===== config.mk =====
export PLATFORM = sky130hd
export DESIGN_NAME = sw_led_ctrl
export DESIGN_NICKNAME = d
export VERILOG_FILES = /design/src/rtl/sw_led_ctrl.sv
export SDC_FILE = /design/constraint.sdc
export NUM_CORES = 1
export LEC_CHECK = 0
export CAP_MARGIN = 40
export CORE_ASPECT_RATIO = 0.8
export CORE_MARGIN = 5
export CORE_UTILIZATION = 62
export DETAILED_ROUTE_END_ITERATION = 12
export GPL_TIMING_DRIVEN = 1
export PLACE_DENSITY = 0.8
export REMOVE_ABC_BUFFERS = 1
export SETUP_SLACK_MARGIN = 0.3
export SYNTH_ARGS = -nofsm -noshare
export SYNTH_HDL_FRONTEND = slang
export SYNTH_SLANG_ARGS = --single-unit

===== constraint.sdc =====
create_clock -name CLK100MHZ -period 3.4 [get_ports CLK100MHZ]
set_clock_uncertainty 0.15 [all_clocks]
set_input_delay 0.85 -clock CLK100MHZ [delete_from_list [all_inputs] [get_ports CLK100MHZ]]
set_output_delay 0.85 -clock CLK100MHZ [all_outputs]
set_load 0.005 [all_outputs]

===== src/rtl/sw_led_ctrl.sv =====
// sw_led_ctrl: synchronises and debounces the board switches, then drives the
// LEDs in direct, toggle, chase or count mode. Everything is registered.

// One debounce lane: the stable output follows the synchronised input only
// after it has differed for CYCLES consecutive clocks.
module sw_led_ctrl_db #(
  parameter int CYCLES = 1000000
) (
  input  logic clk,
  input  logic rst_n,
  input  logic i_sync,
  output logic o_stable
);
  localparam int CW = $clog2(CYCLES + 1);

  logic [CW-1:0] r_cnt;
  logic          r_stable;

  // Count differing cycles; any agreement restarts the count.
  always_ff @(posedge clk or negedge rst_n) begin
    if (!rst_n) begin
      r_cnt    <= '0;
      r_stable <= 1'b0;
    end else if (i_sync == r_stable) begin
      r_cnt <= '0;
    end else if (r_cnt == CW'(CYCLES - 1)) begin
      r_stable <= i_sync;
      r_cnt    <= '0;
    end else begin
      r_cnt <= r_cnt + 1'b1;
    end
  end

  assign o_stable = r_stable;
endmodule

module sw_led_ctrl #(
  parameter int WIDTH           = 8,
  parameter int DEBOUNCE_CYCLES = 1000000,
  parameter int CHASE_DIV       = 25000000
) (
  input  logic             CLK100MHZ,
  input  logic             CPU_RESETN,
  input  logic [WIDTH-1:0] SW,
  input  logic [1:0]       MODE,
  output logic [WIDTH-1:0] LED,
  output logic [WIDTH-1:0] SW_STABLE
);
  localparam int PS_W = (CHASE_DIV > 1) ? $clog2(CHASE_DIV) : 1;

  typedef enum logic [1:0] {
    M_DIRECT = 2'b00,
    M_TOGGLE = 2'b01,
    M_CHASE  = 2'b10,
    M_COUNT  = 2'b11
  } mode_t;

  logic [WIDTH-1:0] r_sw_s1, r_sw_s2;
  logic [1:0]       r_mode_s1, r_mode_s2;
  mode_t            r_mode_q;
  logic [WIDTH-1:0] r_sw_stable_d;
  logic [WIDTH-1:0] r_tog;
  logic [PS_W-1:0]  r_presc;
  logic [WIDTH-1:0] r_pos;
  logic [WIDTH-1:0] r_cnt;
  logic [WIDTH-1:0] r_led;

  logic [WIDTH-1:0] w_sw_stable;
  logic [WIDTH-1:0] w_rise;
  mode_t            w_mode_sync;
  logic             w_mode_chg;
  logic             w_run;
  logic             w_step;

  // Two-flop synchronisers for the asynchronous switch and mode pins.
  always_ff @(posedge CLK100MHZ or negedge CPU_RESETN) begin
    if (!CPU_RESETN) begin
      r_sw_s1   <= '0;
      r_sw_s2   <= '0;
      r_mode_s1 <= '0;
      r_mode_s2 <= '0;
    end else begin
      r_sw_s1   <= SW;
      r_sw_s2   <= r_sw_s1;
      r_mode_s1 <= MODE;
      r_mode_s2 <= r_mode_s1;
    end
  end

  for (genvar i = 0; i < WIDTH; i++) begin : g_db
    sw_led_ctrl_db #(.CYCLES(DEBOUNCE_CYCLES)) u_db (
      .clk      (CLK100MHZ),
      .rst_n    (CPU_RESETN),
      .i_sync   (r_sw_s2[i]),
      .o_stable (w_sw_stable[i])
    );
  end

  assign SW_STABLE   = w_sw_stable;
  assign w_mode_sync = mode_t'(r_mode_s2);
  assign w_mode_chg  = (w_mode_sync != r_mode_q);
  assign w_run       = (r_mode_q == M_CHASE) || (r_mode_q == M_COUNT);
  assign w_step      = w_run && (r_presc == PS_W'(CHASE_DIV - 1));
  // Only rising edges of the debounced switch matter for toggle mode.
  assign w_rise      = w_sw_stable & ~r_sw_stable_d;

  // Registered mode and edge-detect history.
  always_ff @(posedge CLK100MHZ or negedge CPU_RESETN) begin
    if (!CPU_RESETN) begin
      r_mode_q      <= M_DIRECT;
      r_sw_stable_d <= '0;
    end else begin
      r_mode_q      <= w_mode_sync;
      r_sw_stable_d <= w_sw_stable;
    end
  end

  // Toggle state survives mode changes; rises outside toggle mode are dropped.
  always_ff @(posedge CLK100MHZ or negedge CPU_RESETN) begin
    if (!CPU_RESETN)
      r_tog <= '0;
    else if (r_mode_q == M_TOGGLE)
      r_tog <= r_tog ^ w_rise;
  end

  // Prescaler, chase position and counter; a mode change restarts all three.
  // SW_STABLE[0] selects chase direction and pauses the counter.
  always_ff @(posedge CLK100MHZ or negedge CPU_RESETN) begin
    if (!CPU_RESETN) begin
      r_presc <= '0;
      r_pos   <= {{(WIDTH-1){1'b0}}, 1'b1};
      r_cnt   <= '0;
    end else if (w_mode_chg) begin
      r_presc <= '0;
      r_pos   <= {{(WIDTH-1){1'b0}}, 1'b1};
      r_cnt   <= '0;
    end else if (w_run) begin
      r_presc <= w_step ? '0 : r_presc + 1'b1;
      if (w_step && r_mode_q == M_CHASE)
        r_pos <= w_sw_stable[0] ? {r_pos[0], r_pos[WIDTH-1:1]}
                                : {r_pos[WIDTH-2:0], r_pos[WIDTH-1]};
      if (w_step && r_mode_q == M_COUNT && !w_sw_stable[0])
        r_cnt <= r_cnt + 1'b1;
    end
  end

  // LED output register, selected by the registered mode.
  always_ff @(posedge CLK100MHZ or negedge CPU_RESETN) begin
    if (!CPU_RESETN) begin
      r_led <= '0;
    end else begin
      case (r_mode_q)
        M_DIRECT: r_led <= w_sw_stable;
        M_TOGGLE: r_led <= r_tog ^ w_rise;
        M_CHASE:  r_led <= r_pos;
        default:  r_led <= r_cnt;
      endcase
    end
  end

  assign LED = r_led;
endmodule


---- Word level (Yosys, flattened, before mapping) ----
Index checks and enable logic that the tools add are counted.
word-level totals
  register bits after elaboration ......... 255
  input port bits ......................... 12
  output and inout bits ................... 16
  word-level logic and storage cells ...... 116
cells by class
  $add $sub $neg .......................... 10
  equality and inequality tests ........... 21
  multiplexer cells ....................... 27
  bitwise logic cells ..................... 11
  reduce and logical (&&, ||, !) cells .... 20
operators by type and width
  cell                                                  number
  2-to-1 mux 20 bit                                     16
  adder 20 x 1 -> 20 bit (second input constant)        8
  equality test 20 bit (second input constant)          8
  2-to-1 mux 25 bit                                     3
  2-to-1 mux 8 bit                                      7
  adder 25 x 1 -> 25 bit (second input constant)        1
  equality test 25 bit (second input constant)          1
  one-hot mux 8 bit (3 select lines)                    1
  AND reduction 2 bit                                   10
  adder 8 x 1 -> 8 bit (second input constant)          1
  AND 8 bit                                             1
  equality test 1 bit                                   8
  NOT 1 bit                                             8
  NOT 8 bit                                             1
  bitwise XOR 8 bit                                     1
  nonzero test 2 bit                                    3
  equality test 2 bit (second input constant)           2
  logical AND 1 bit                                     4
  equality test 2 x 1 -> 1 bit (second input constant)  1
  logical NOT 2 bit                                     1
  != test 2 bit                                         1
  logical NOT 1 bit                                     1
  logical OR 1 bit                                      1

---- Longest topological paths before layout ----
Gate-level depths: netlist (run 1).
  depth after elaboration ................. 8
  mapped depth ............................ 9
  gate-level depth less buffers ........... 6

---- Cells and area by module ----
From an unflattened synthesis (run 1), not the netlist that was laid out.
unflattened totals
  cells, all modules ...................... 1202
  area, all modules ....................... 12383.1 um^2
modules (own cells, without submodules)
  module          instances  cells an instance  area each (um^2)  seq. area each (um^2)
  sw_led_ctrl_db  8          106                1064.8            525.5
  sw_led_ctrl     1          354                3865.0            2178.3

---- Least setup slack after synthesis (run 1) ----
OpenSTA, ideal clock, no wires.
  kind .................................... register to register
  start point ............................. reg r_presc[0]
  end point ............................... reg r_cnt[5]
  library setup time ...................... 0.076 ns
  arrival time ............................ 2.181 ns
  required time ........................... 3.174 ns
  path slack .............................. 0.993 ns
  cell stages (with the launch flop) ...... 8
  path buffers ............................ 1
  clock period less this slack ............ 2.407 ns
  cell sequence ........................... dfrtp_1 ha_1 and4_1 nand3b_1 or4_1 buf_2 or4_1 o21ai_1
between the ends
  word-level cells in the longest chain between the ends .. 6
RTL lines
  what                                  RTL line  RTL
  from (decl)                           63        logic [PS_W-1:0] r_presc;
  from (signal assigned)                138       r_presc <= w_step ? '0 : r_presc + 1'b1;
  equality test 25 bit                  103       assign w_step = w_run && (r_presc == PS_W'(CHASE_DIV - 1));
  logical AND 1 bit                     103
  logical AND 1 bit (2 in a row)        142       if (w_step && r_mode_q == M_COUNT && !w_sw_stable[0])
  nonzero test 2 bit (no source line)   -
  AND reduction 2 bit (no source line)  -
  to (signal assigned)                  143       r_cnt <= r_cnt + 1'b1;
  to (decl)                             65        logic [WIDTH-1:0] r_cnt;
Every way passes these cells.
A chain may end at the register's enable or synchronous reset.

---- Final worst setup path (run 1) ----
  start point ............................. reg r_presc[1]
  end point ............................... reg r_cnt[5]
The elaborated chain is that of the path after synthesis.

==> results.json, run 1 <==
{
  "status": "complete, no violations",
  "timing_hold_violations_final": 0,
  "antenna_left": 0,
  "numPlacedInstances": 1422,
  "nets": 1213,
  "antenna_found_initial": 0,
  "worst_hold_path_type": "input port to asynchronous set/reset pin",
  "final_layout_size_suffix_gt1_share_pct": 6.78,
  "cts_setup_buffers": 0,
  "grt_pass1_vias": 8109,
  "detailed_router_iteration_count_before_antenna_repair": 5,
  "yosys_register_bits": 255,
  "yosysUniqueCellTypes": 50,
  "synth-xor-area-share_pct": 11.9,
  "finalCriticalPeriod_ns": 2.65,
  "clock-sinks": 255,
  "drcViolationCount": 0,
  "tritoncts": "done",
  "gp_congestion": 0.808,
  "start_to_end_type_of_the_worst_setup_path": "flop to flop",
  "end_kind": "flop",
  "cellLeakagePower_nw": 5.72,
  "num_vias": 8431,
  "syn_area_per_cell_um2": 10.1,
  "maximum_count_of_clock_buffers_along_a_single_path": 3,
  "power_density_nw_per_um2": 459,
  "top_level_ports": 28,
  "fin_cells": 1468,
  "globalRoute.totalOverflow": 0,
  "timing.slew.headroom_pct": 45.4,
  "initial_utilization_pct": 62.9,
  "vdd_ir_drop_max_uv": 434,
  "power.switching_mw": 1.32,
  "timing.hold.ws_ns": 0.171,
  "setup.worst_path.start": "r_presc[1]",
  "p_int_mw": 4.74,
  "global_route.usage.met2_pct": 31.8,
  "grt.busiest_layer": "met1",
  "post_cts.resized_instances": 0,
  "post-dp-hpwl_mm": 14.2,
  "critPathRequiredTime_ns": 3.69,
  "r2r_cells": 6,
  "finalCritPeriodShare_pct": 77.9,
  "async_reset_ff_share_pct": 100,
  "nFillCells": 1402,
  "postSynthCellCount": 1177,
  "yosys.area_share.simple_pct": 23.3,
  "drt_iter0_markers": 639,
  "max_cap_viol_count": 0,
  "power.switching_fraction_pct": 21.8,
  "final_setup_fails": 0,
  "design_power_total_mw": 6.07,
  "r2r_start": "r_presc[1]",
  "grt_util_met3_pct": 2.95,
  "die_w_um": 165,
  "combPwrFrac_pct": 3.5,
  "detail_route.vias_per_cell": 5.74,
  "synth_edf_count": 0,
  "global_route.usage.met1_pct": 31.9,
  "worst_skew_pair.late_latency_ns": 0.53,
  "synth.cell_area_um2": 11900,
  "die-area_um2": 22100,
  "diode_insertion_count_for_antenna_repair": 0,
  "ff2ff_setup_slack_ns": 0.75,
  "power_frac_seq_pct": 51.2,
  "max_freq_ghz": 0.378,
  "share_clk_of_total_power_pct": 45.3,
  "synth_adder_area_share_pct": 1.05,
  "synthMuxAreaShare_pct": 2.87,
  "grt_max_degree": 82,
  "synth_compound_area_share_pct": 4.94,
  "placementRows": 45,
  "finalWirelength_mm": 22.6,
  "worstPathMaxFanout": 6,
  "floorplan.die.height_um": 134,
  "grt_first_pass_wirelength_mm": 39.1,
  "drv_slew": 0,
  "wl_per_cell_um": 15.4,
  "synth_top_flop_cell": "dfrtp_1",
  "postCtsHoldBufs": 0,
  "synth.yosys.warnings": 0,
  "rsz0062_at_grt": "false",
  "cts_root_buf": "clkbuf_16",
  "grtUsageTotal_pct": 20.9,
  "largest_family_of_logic_cells_by_synthesized_area": "simple AND/OR/NAND/NOR gates",
  "num_cts_buffers": 25,
  "timing_worst_slew_pin_value_ns": 0.811,
  "syn_to_final_growth_pct": 10.9,
  "arrival_ns": 2.94,
  "core_area_um2": 19000,
  "cp-start-kind": "flop",
  "clock_edge_transition_at_the_registers_on_the_reported_setup_and_hold_paths_ns": 0.06,
  "quantity_of_i_o_buffers_inserted_on_ports": 27,
  "postLayoutCoreUtil_pct": 69.7,
  "critical_path.reg2reg.endpoint": "r_cnt[5]",
  "synth.yosys.seq_area_share_pct": 53.5,
  "setup_total_negative_slack_ns": 0,
  "cts-htree-levels": 1
}
flip-flops by register name, indices dropped and copies added (netlist names), 8 cells and up:
signal	count
r_sw_s2	8
r_sw_s1	8
r_presc	25
LED	8
g_db.u_db.r_cnt	160
r_cnt	8
r_pos	8
g_db.u_db.o_stable	8
r_tog	8
r_sw_stable_d	8
cells by family (layout without fill, tap and decap cells):
kind of cell,after synthesis,count (layout)
XOR/XNOR,162,162
multiplexers,32,32
AND/OR/NAND/NOR,557,557
adder cells (fa/ha/maj),10,10
flip-flops,255,255
AO/OA/AOI/OAI,92,92
buffers and inverters,69,102
layout by cell type (no fill, tap or decap), types with 8 or more instances in the layout:
master	n
or2_2	11
nand3_1	75
xnor2_1	57
inv_1	18
a21oi_1	12
nand4_1	46
a32oi_1	8
mux2i_1	14
nand2_1	83
nand2b_1	13
nor3_1	21
nor4_1	18
a31oi_1	25
clkbuf_1	11
nor2_1	204
and3_1	36
and4_1	19
ha_1	10
o21ai_0	23
clkbuf_16	25
clkdlybuf4s50_1	26
xor2_1	105
mux2_2	18
dfrtp_1	254
cells in the mapped netlist (all sizes together) (7+ instances only):
cell type	number	share of area, %
nand2b	13	0.68
inv	18	0.57
or2	11	0.58
and3	36	1.9
a31oi	25	1.3
o21ai	25	1.0
nor4	19	1.0
and4	20	1.5
and2	7	0.37
nor3	21	0.88
a21oi	12	0.50
nand2	83	2.6
dfrtp	254	53
a32oi	8	0.59
nand4	47	2.5
ha	10	1.0
nand3	75	3.1
xnor2	57	4.2
buf	15	0.80
a211oi	7	0.44
clkbuf	36	1.1
mux2	18	1.7
xor2	105	7.7
mux2i	14	1.2
nor2	204	6.4
cell type report:
cell class              instances  area [um2]  share of cell area, %
flip-flops and latches        255        6380                   48.2
inverters                      18        67.6                  0.511
clock buffers                  40         722                   5.46
repair buffers                 38         393                   2.97
clock inverters                 6        86.3                  0.652
multi-input cells             853        5260                   39.7
well taps                     258         323                   2.44
worst max path at each step:
| stage | end | slack (ns) | cells after the start |
|---|---|---|---|
| floorplan | r_pos[0] | 0.64 | 5 |
| CTS | SW_STABLE[0] | 0.76 | 2 |
| detailed placement | r_cnt[5] | 0.83 | 6 |
| global route | r_cnt[5] | 0.67 | 6 |
| finish | r_cnt[5] | 0.75 | 6 |
| global placement | r_cnt[5] | 0.88 | 6 |
worst max-delay path, cell delays in order, from the launching register on:
cell      delay [ns]
dfrtp_1         0.41
ha_1            0.27
and4_1          0.28
nand3b_1        0.18
or4_1           0.62
or4_1           0.53
o21ai_1         0.13
per-layer routing:
layer / routed length [um] / up-vias
met5: 0 / -
met2: 10400 / 158
met3: 856 / 33
li1: - / 4107
met4: 441 / 0
met1: 10800 / 4133
metrics by stage:
stage	setup WS, ns	area (um2)
after floorplan	0.639	11700
after detailed placement	0.828	12400
final	0.752	13200
after global routing	0.666	13200
after CTS	0.762	13200
after global placement	0.880	12400
power by group through the flow:
stage	clock (mW)	combinational [mW]	sequential [mW]
global route	2.93	0.245	3.11
detailed placement	0	0.218	3.16
global placement	0	0.214	3.16
floorplan	0	0.0979	3.16
CTS	2.80	0.220	3.11
finish	2.75	0.214	3.11
Power figures use the tool's default switching activity.
==> run 2, diff against run 1 <==
clock period = 2.7 ns   (was 3.4 ns; I/O delays follow)
==> results.json, run 2 (synthesis results as in run 1) <==
{
  "grt_max_degree": 64,
  "routed-wl-met3_um": 995,
  "routed-wl-met2_mm": 10.8,
  "layout.cell_area.non_filler_um2": 13400,
  "setup_total_negative_slack_ns": 0,
  "die-area_um2": 22100,
  "detailed_router_iteration_count_before_antenna_repair": 5,
  "critPathRequiredTime_ns": 3.00,
  "num_vias": 8543,
  "power_density_nw_per_um2": 578,
  "rsz0062_at_grt": "true",
  "ff2ff_setup_slack_ns": 0.24,
  "r2r_start": "r_presc[0]",
  "max_freq_ghz": 0.407,
  "placementRows": 45,
  "worstPathMaxFanout": 6,
  "drcViolationCount": 0,
  "globalRoute.totalOverflow": 0,
  "placed_cell_area_um2": 12500,
  "timing_worst_slew_pin_value_ns": 0.799,
  "final_layout_size_suffix_gt1_share_pct": 8.92,
  "commonest_non_fill_non_tap_cells_in_the_layout": "dfrtp_1, nor2_1, xor2_1, nand2_1, nand3_1",
  "initial_utilization_pct": 62.9,
  "post-dp-hpwl_mm": 14.6,
  "cp-start-kind": "flop",
  "syn_to_final_growth_pct": 12.4,
  "arrival_ns": 2.76,
  "start_to_end_type_of_the_worst_setup_path": "flop to flop",
  "maximum_count_of_clock_buffers_along_a_single_path": 3,
  "nFillCells": 1414,
  "antenna_left": 0,
  "finalCriticalPeriod_ns": 2.46,
  "layout_commonest_cell": "dfrtp_1",
  "critical_path.reg2reg.endpoint": "r_cnt[5]",
  "diode_insertion_count_for_antenna_repair": 0,
  "min-delay-start": "r_sw_s1[3]",
  "fin_cells": 1480,
  "dr.max_layer_used": "met4",
  "r2r_cells": 6,
  "top_regs": "g_db.u_db.r_cnt: 160 flops, r_presc: 25 flops",
  "clock-sinks": 255,
  "timing.slew.headroom_pct": 46.4,
  "multi_input_gate_area_um2": 5290,
  "cts-htree-levels": 1,
  "drt_iter0_markers": 549,
  "finalWirelength_mm": 23.0,
  "min_delay_path_depth": 0,
  "grtUsageTotal_pct": 21.3,
  "worst_skew_pair.late_latency_ns": 0.53,
  "sequential_cell_area_um2": 6390,
  "core_area_um2": 19000,
  "top_level_ports": 28,
  "worst_hold_path_type": "flop to flop",
  "die_w_um": 165,
  "clock_edge_transition_at_the_registers_on_the_reported_setup_and_hold_paths_ns": 0.07,
  "tritoncts": "done",
  "max_cap_viol_count": 0,
  "finalCritPeriodShare_pct": 91.0,
  "cellLeakagePower_nw": 5.80,
  "numPlacedInstances": 1427,
  "nets": 1226,
  "antenna_found_initial": 0,
  "quantity_of_i_o_buffers_inserted_on_ports": 27,
  "num_cts_buffers": 25,
  "drv_slew": 0,
  "gp_congestion": 0.811,
  "design_power_total_mw": 7.76,
  "hold_path_end": "r_sw_s2[3]",
  "final_setup_fails": 0,
  "cts_root_buf": "clkbuf_16",
  "grt_first_pass_wirelength_mm": 39.9,
  "vdd_ir_drop_max_uv": 442,
  "floorplan.die.height_um": 134,
  "end_kind": "flop",
  "wire_length_on_met1_mm": 10.9,
  "detail_route.vias_per_cell": 5.77,
  "status": "complete, no violations",
  "timing_hold_violations_final": 0,
  "largest_reg_flops": 160,
  "wl_per_cell_um": 15.6,
  "grt_pass1_vias": 8387,
  "top_register": "g_db.u_db.r_cnt"
}
## run 2: how the worst max path moves through the flow
stage / end / slack (ns) / cells after the start / from
after CTS: r_cnt[5] / 0.29 / 6 / r_presc[0]
after detailed placement: r_cnt[5] / 0.20 / 6 / r_presc[0]
after global routing: r_cnt[5] / 0.14 / 7 / r_presc[0]
final: r_cnt[5] / 0.24 / 6 / r_presc[0]
after global placement: r_cnt[5] / 0.25 / 7 / r_presc[0]
after floorplan: r_pos[0] / -0.06 / 5 / r_mode_q[1]
## run 2: metrics by stage
| step | setup slack, ns | hold slack, ns | util (%) |
|---|---|---|---|
| after CTS | 0.287 | 0.203 | 70.3 |
| after floorplan | -0.0609 | 0.181 | - |
| after detailed placement | 0.202 | 0.186 | 65.7 |
| after global routing | 0.139 | 0.206 | 70.7 |
| final | 0.242 | 0.200 | 70.7 |
| after global placement | 0.249 | 0.184 | 65.7 |
## run 2: cell type report
| cell class | instances | area share (%) |
|---|---|---|
| well taps | 258 | 2.41 |
| clock buffers | 38 | 5.40 |
| repair buffers | 51 | 3.69 |
| multi-input cells | 853 | 39.5 |
| clock inverters | 7 | 0.868 |
| flip-flops and latches | 255 | 47.7 |
| inverters | 18 | 0.504 |
## run 2: worst max-delay path: stages (launching register included)
cell and delay (ns):
dfrtp_1 0.37, ha_2 0.24, and4_4 0.26, nand3b_1 0.19, or4_4 0.55, or4_1 0.51
o21ai_1 0.12
## run 2: metal layers
layer | GRT usage [%] | vias to the layer above
met3 | 3.53 | 32
li1 | - | 4130
met2 | 33.0 | 173
met5 | 0 | -
met4 | 5.08 | 0
met1 | 31.8 | 4208
## run 2: power breakdown
part	leakage, nW	switching (mW)	internal [mW]
logic	1.92	0.193	0.0864
clock network	0.408	1.43	2.14
registers	3.48	0.0431	3.87
total	5.80	1.67	6.09
## run 2: repair_timing
item | CTS | global route
endpoints found under the hold margin | 58 | 0
endpoints found under the setup margin | 15 | 30
hold buffers | 1 | 0
gates resized for setup | 3 | 12
pin swaps | 0 | 0
setup buffers | 2 | 5
==> run 3, diff against run 2 <==
SLEW_MARGIN = 20   (was unset)
==> results of run 3 <==
The final DEF is identical to that of run 2; final timing and power are the same.
